`config.mk`:
```
export PLATFORM = sky130hd
export DESIGN_NAME = avalon_pio_multi
export DESIGN_NICKNAME = d
export VERILOG_FILES = /design/src/rtl/pio_multi_pkg.sv /design/src/rtl/pio_in_filter.sv /design/src/rtl/avalon_pio_multi.sv
export SDC_FILE = /design/constraint.sdc
export NUM_CORES = 1
export LEC_CHECK = 0
export BUFFER_PORTS_ARGS = -buffer_cell sky130_fd_sc_hd__buf_2
export CORE_MARGIN = 2
export CORE_UTILIZATION = 55
export CTS_CLUSTER_SIZE = 28
export DETAILED_ROUTE_END_ITERATION = 12
export PLACE_DENSITY_LB_ADDON = 0.15
export SYNTH_ARGS = -nofsm -noshare
export SYNTH_HDL_FRONTEND = slang
export SYNTH_SLANG_ARGS = --single-unit
export TNS_END_PERCENT = 1
```
`constraint.sdc`:
```
create_clock -name clk -period 2.1 [get_ports clk]
set_clock_uncertainty 0.15 [all_clocks]
set_input_delay 0.525 -clock clk [delete_from_list [all_inputs] [get_ports clk]]
set_output_delay 0.525 -clock clk [all_outputs]
set_load 0.1 [all_outputs]
```
`src/rtl/pio_multi_pkg.sv`:
```
// Shared definitions for the multi-channel Avalon-MM PIO: register indices,
// edge-capture modes and the address-width helper.
package pio_multi_pkg;

    // Register index within a channel (low two address bits)
    localparam logic [1:0] REG_DATA = 2'd0;
    localparam logic [1:0] REG_DIR  = 2'd1;
    localparam logic [1:0] REG_MASK = 2'd2;
    localparam logic [1:0] REG_EDGE = 2'd3;

    typedef enum logic [1:0] {
        EDGE_RISE = 2'd0,
        EDGE_FALL = 2'd1,
        EDGE_ANY  = 2'd2
    } edge_mode_e;

    // Channel field is at least one bit wide, so the address is at least 3 bits
    function automatic int addr_w(input int num_ch);
        int ch_bits;
        ch_bits = (num_ch > 1) ? $clog2(num_ch) : 1;
        return ch_bits + 2;
    endfunction

endpackage

```
`src/rtl/pio_in_filter.sv`:
```
// Per-channel input conditioning: 2-flop synchroniser, optional debounce
// (PIO_DEBOUNCE_EN) and edge detection against the previous filtered value.
module pio_in_filter
    import pio_multi_pkg::*;
#(
    parameter int DATA_W    = 16,
    parameter int EDGE_MODE = 0,
    parameter int DEB_CYC   = 1000
) (
    input  logic              clk,
    input  logic              reset_n,
    input  logic [DATA_W-1:0] pin,
    output logic [DATA_W-1:0] filtered,
    output logic [DATA_W-1:0] edge_pulse
);

    localparam edge_mode_e MODE = edge_mode_e'(2'(EDGE_MODE));

    logic [DATA_W-1:0] sync_meta;
    logic [DATA_W-1:0] sync_q;
    logic [DATA_W-1:0] prev_q;

    // Two-stage synchroniser for the asynchronous pins
    // NOTE: non-blocking assignments make both stages sample the old values at the same edge, forming a real 2-flop chain.
    always_ff @(posedge clk or negedge reset_n) begin
        if (!reset_n) begin
            sync_meta <= '0;
            sync_q    <= '0;
        end else begin
            sync_meta <= pin;
            sync_q    <= sync_meta;
        end
    end

`ifdef PIO_DEBOUNCE_EN
    localparam int CNT_W = $clog2(DEB_CYC + 1);

    logic [DATA_W-1:0] cand_q;
    logic [DATA_W-1:0] filt_q;
    logic [CNT_W-1:0]  cnt_q;

    // Debounce: any change restarts the stability count; the candidate is
    // promoted once it has been sampled DEB_CYC times in a row
    always_ff @(posedge clk or negedge reset_n) begin
        if (!reset_n) begin
            cand_q <= '0;
            filt_q <= '0;
            cnt_q  <= '0;
        end else if (sync_q != cand_q) begin
            cand_q <= sync_q;
            cnt_q  <= CNT_W'(1);
        end else if (cnt_q != CNT_W'(DEB_CYC)) begin
            cnt_q <= cnt_q + CNT_W'(1);
            if (cnt_q == CNT_W'(DEB_CYC - 1)) begin
                filt_q <= cand_q;
            end
        end
    end

    assign filtered = filt_q;
`else
    assign filtered = sync_q;
`endif

    // Previous filtered value keeps tracking regardless of direction
    always_ff @(posedge clk or negedge reset_n) begin
        if (!reset_n) begin
            prev_q <= '0;
        end else begin
            prev_q <= filtered;
        end
    end

    // Edge pulse selection by capture mode
    // NOTE: assigning a default before the case keeps this purely combinational (no latch).
    always_comb begin
        edge_pulse = filtered & ~prev_q;
        case (MODE)
            EDGE_FALL: edge_pulse = ~filtered & prev_q;
            EDGE_ANY:  edge_pulse = filtered ^ prev_q;
            default:   edge_pulse = filtered & ~prev_q;
        endcase
    end

endmodule

```
`src/rtl/avalon_pio_multi.sv`:
```
// Multi-channel Avalon-MM PIO slave: per channel DATA, DIRECTION, IRQ_MASK and
// EDGE_CAP registers, read latency 1, registered level IRQ.
// Optional input debounce is enabled by defining PIO_DEBOUNCE_EN.
module avalon_pio_multi
    import pio_multi_pkg::*;
#(
    parameter int NUM_CH    = 4,
    parameter int DATA_W    = 16,
    parameter int EDGE_MODE = 0,
    parameter int DEB_CYC   = 1000,
    parameter int ADDR_W    = addr_w(NUM_CH)
) (
    input  logic                     clk,
    input  logic                     reset_n,
    input  logic [ADDR_W-1:0]        avs_address,
    input  logic                     avs_read,
    input  logic                     avs_write,
    input  logic [31:0]              avs_writedata,
    output logic [31:0]              avs_readdata,
    output logic                     irq,
    input  logic [NUM_CH*DATA_W-1:0] pio_in,
    output logic [NUM_CH*DATA_W-1:0] pio_out,
    output logic [NUM_CH*DATA_W-1:0] pio_oe
);

    localparam int CH_W = ADDR_W - 2;

    logic [CH_W-1:0]          ch_sel;
    logic [1:0]               reg_sel;
    logic [DATA_W-1:0]        wdata;
    logic [NUM_CH*DATA_W-1:0] data_view;
    logic [NUM_CH*DATA_W-1:0] mask_flat;
    logic [NUM_CH*DATA_W-1:0] cap_flat;
    logic [NUM_CH-1:0]        irq_src;
    logic [DATA_W-1:0]        rd_val;
    logic                     unused_wdata;

    assign ch_sel       = avs_address[ADDR_W-1:2];
    assign reg_sel      = avs_address[1:0];
    assign wdata        = avs_writedata[DATA_W-1:0];
    assign unused_wdata = ^avs_writedata;

    // Only existing channels get a register file, so writes to channel
    // indices >= NUM_CH match nothing and are dropped
    for (genvar c = 0; c < NUM_CH; c++) begin : g_ch
        logic [DATA_W-1:0] out_q;
        logic [DATA_W-1:0] dir_q;
        logic [DATA_W-1:0] mask_q;
        logic [DATA_W-1:0] cap_q;
        logic [DATA_W-1:0] filt;
        logic [DATA_W-1:0] edge_p;
        logic [DATA_W-1:0] w1c;
        logic              wr_hit;

        pio_in_filter #(
            .DATA_W    (DATA_W),
            .EDGE_MODE (EDGE_MODE),
            .DEB_CYC   (DEB_CYC)
        ) u_filter (
            .clk        (clk),
            .reset_n    (reset_n),
            .pin        (pio_in[c*DATA_W +: DATA_W]),
            .filtered   (filt),
            .edge_pulse (edge_p)
        );

        assign wr_hit = avs_write && (ch_sel == CH_W'(c));
        assign w1c    = (wr_hit && reg_sel == REG_EDGE) ? wdata : '0;

        // Channel register file; a new edge overrides a same-cycle clear
        // NOTE: the register file is a handful of flops, so every bit is reset rather than left undefined like a RAM.
        always_ff @(posedge clk or negedge reset_n) begin
            if (!reset_n) begin
                out_q  <= '0;
                dir_q  <= '0;
                mask_q <= '0;
                cap_q  <= '0;
            end else begin
                if (wr_hit && reg_sel == REG_DATA) out_q  <= wdata;
                if (wr_hit && reg_sel == REG_DIR)  dir_q  <= wdata;
                if (wr_hit && reg_sel == REG_MASK) mask_q <= wdata;
                cap_q <= (cap_q & ~w1c) | (edge_p & ~dir_q);
            end
        end

        assign pio_out[c*DATA_W +: DATA_W]   = out_q;
        assign pio_oe[c*DATA_W +: DATA_W]    = dir_q;
        assign data_view[c*DATA_W +: DATA_W] = (out_q & dir_q) | (filt & ~dir_q);
        assign mask_flat[c*DATA_W +: DATA_W] = mask_q;
        assign cap_flat[c*DATA_W +: DATA_W]  = cap_q;
        assign irq_src[c]                    = |(cap_q & mask_q);
    end

    // Readback mux; unmatched channel indices read as zero
    always_comb begin
        rd_val = '0;
        for (int c = 0; c < NUM_CH; c++) begin
            if (ch_sel == CH_W'(c)) begin
                case (reg_sel)
                    REG_DATA: rd_val = data_view[c*DATA_W +: DATA_W];
                    REG_DIR:  rd_val = pio_oe[c*DATA_W +: DATA_W];
                    REG_MASK: rd_val = mask_flat[c*DATA_W +: DATA_W];
                    default:  rd_val = cap_flat[c*DATA_W +: DATA_W];
                endcase
            end
        end
    end

    // Read data register (latency 1, holds between reads) and level IRQ
    always_ff @(posedge clk or negedge reset_n) begin
        if (!reset_n) begin
            avs_readdata <= '0;
            irq          <= 1'b0;
        end else begin
            if (avs_read) begin
                avs_readdata <= 32'(rd_val);
            end
            irq <= |irq_src;
        end
    end

endmodule

```
==> out/metrics.cfg <==
[outcome]
status = finished clean

[cts]
numCtsBuffers = 48
post-cts-setup-buffers = 0
path_clk_slew_ns = 0.06
ctsHtreeMaxLevel = 2
clkLatencyLatePin_ns = 0.58
cts_tree = yes
root_buffer = clkbuf_16
cts_buffer_depth = 3
cts.sinks = 465

[placement]
dp_cells = 2182
port_buffers = 232
place.gp.congestion = 0.900
dpl.hpwl_um = 39800
dpl_cell_area_um2 = 21800

[synth]
synth_ff_type = dfrtp_1
syn_area_per_cell_um2 = 13.3
syn_inst = 1414
netlist_area_um2 = 18900
async_reset_ff_share_pct = 100
synth_edf_count = 0
yosysWarnings = 0
ys_seq_area_share_pct = 61.7
ys_ff_latch = 465
synth_cell_types = 45

[grt]
antenna_found_initial = 0
grt.overflow.total = 0
grt_max_degree = 60
grt_pass1_vias = 14400
grt_usage_pct = 32.8
grt_pass1_wl_um = 87200

[worst_setup_path]
path_class = reg2out
r2r-start = g_ch[3].out_q[10]
crit_arrival_ns = 1.40
crit_chain = buf_2
path_delay_family = buffers and inverters
critical_path_buf_inv_count = 1
required_ns = 1.42
cpPeakStageDelay_ns = 0.44
startpoint = g_ch[0].out_q[2]
r2r_setup_slack_ns = 0.03
reg2reg_depth = 5
cp-end-kind = output port
cp_num_cells = 1
r2r-end = avs_readdata[10]
crit_slowest_cell = buf_2
endpoint = pio_out[2]
cp-start-kind = register
critPathMaxFanout = 3

[cells_and_area]
area_growth_pct = 29.2
fin_cells = 2335
final_util_pct = 72.5
mostFrequentLayoutCells = 451 x dfrtp_1, 227 x buf_4, 192 x mux2_2
final_net_count = 1953
drive_gt1_share_pct = 38.5
stdcell_area_um2 = 24400
layout_commonest_cell = dfrtp_1

[route]
via_per_inst = 6.01
first_pass_iters = 5
wl_per_cell_um = 24.5
wl_um = 57300
drc = 0
dr.first_iter.drc_count = 1279
via_count = 14000
postRouteAntennaNets = 0

[timing]
drv_slew = 0
worst_pin_slew_ns = 0.514
setup_viol = 0
fin_crit_sh_pct = 99.0
worst_hold_slack_ns = 0.193
rsz0062_at_grt = no
max_slew_margin_pct = 65.6
fmax_mhz = 481
period_needed_ns = 2.08
hold_viol = 0

[pwr]
p_per_area_nw_per_um2 = 1200
p_sw_uw = 11400
vdd_drop_max_mv = 1.21
combPwrFrac_pct = 31.2
power_frac_seq_pct = 39.4
clockPowerShare_pct = 29.4
p_int_uw = 17700
leakage_uw = 0.0107
switching_share_pct = 39.2

[job]
cap_violations = 0

[floorplan]
coreArea_um2 = 33600
ioPinCount = 265
rows = 67
die_w_um = 189
start_util_pct = 56.1
die_height_um = 189
fp.dieArea_um2 = 35800

[min_path]
hold_path.class = in2reg

[cells by family (layout without fill, tap and decap cells)]
kind of cell | Yosys count | in the layout | share of synthesized area (%)
flip-flops | 465 | 465 | 61.7
buffers and inverters | 98 | 555 | 3.21
AO/OA/AOI/OAI | 250 | 250 | 10.7
AND/OR/NAND/NOR | 378 | 378 | 10.4
multiplexers | 222 | 222 | 13.9
other | 1 | 17 | 0.0199
[Yosys cell counts (13+ instances only)]
cell	count	share of area, %
a211o_1	13	0.60
mux2i_1	17	0.90
a21o_1	57	2.3
nor3b_1	57	2.3
a31oi_1	15	0.50
buf_4	32	1.3
clkbuf_1	24	0.48
a22o_1	21	0.98
nand2b_1	53	1.8
dfrtp_1	465	62
nand2_1	118	2.3
a311oi_1	23	1.1
o221ai_1	32	1.5
a22oi_1	13	0.52
buf_2	28	0.74
nor2b_1	14	0.46
mux2_2	192	11
mux4_2	13	1.6
o21ai_0	20	0.53
nor2_1	34	0.68
a211oi_1	14	0.56
a221oi_1	17	0.79
nor3_1	74	2.0
[area by class of cell]
class,count,area (um^2)
sequential,465,11700
clock inverter,17,173
antenna,1,2.50
fill,2284,9250
clock buffer,70,1430
inverter,3,11.3
tap,448,561
timing repair buffer,465,3850
multi-input combinational,866,6690
[how the worst min path moves through the flow]
| stage | from | end | slack [ns] | cells past startpoint |
|---|---|---|---|---|
| final | avs_read | avs_readdata[2] | 0.19 | 2 |
| after global routing | avs_read | avs_readdata[2] | 0.19 | 2 |
| after CTS | avs_read | avs_readdata[2] | 0.16 | 2 |
| after detailed placement | g_ch[0].u_filter.sync_meta[2] | g_ch[0].u_filter.filtered[2] | 0.18 | 0 |
| after global placement | g_ch[2].u_filter.sync_meta[4] | g_ch[2].u_filter.filtered[4] | 0.18 | 0 |
| after floorplan | reset_n | avs_readdata[0] | 0.08 | 0 |
[state kept, by name, summed over array words and instances (netlist names)]
register / count
g_ch.cap_q: 64
g_ch.dir_q: 64
g_ch.mask_q: 64
g_ch.out_q: 64
g_ch.u_filter.filtered: 64
g_ch.u_filter.prev_q: 64
g_ch.u_filter.sync_meta: 64
avs_readdata: 16
irq: 1
[timing repair]
item | 4_1_cts | 5_1_grt
pin swaps | 0 | 0
endpoints found under the setup margin | 96 | 27
hold buffers | 65 | 0
resized for setup | 96 | 28
gates cloned | 0 | 0
endpoints found under the hold margin | 118 | 0
[metrics by stage]
| step | setup TNS, ns | power (uW) | setup WS (ns) |
|---|---|---|---|
| 6_report | 0 | 29200 | 0.0211 |
| 5_1_grt | 0 | 30100 | 0.00108 |
| 4_1_cts | 0 | 29100 | 0.000288 |
| 3_5_place_dp | -51.08 | 20200 | -0.321 |
| 3_3_place_gp | -46.94 | 20100 | -0.311 |
| 2_1_floorplan | -1.68 | 17800 | -0.130 |
[power groups by stage]
stage	logic (uW)	registers, uW	clock network (uW)
after floorplan	2070	15800	0
after global placement	8560	11500	0
after detailed placement	8660	11600	0
after CTS	9030	11400	8660
after global routing	9420	11600	9070
final	9100	11500	8570
[metal layers]
| metal | GRT usage, % | part of all wire, % | wire (um) |
|---|---|---|---|
| met2 | 50.8 | 46 | 26600 |
| met3 | 6.60 | 7.8 | 4490 |
| met1 | 45.6 | 41 | 23700 |
| met5 | 0 | 0 | 0 |
| met4 | 13.9 | 4.3 | 2480 |
No activity file was read; power rests on OpenSTA's default activity.
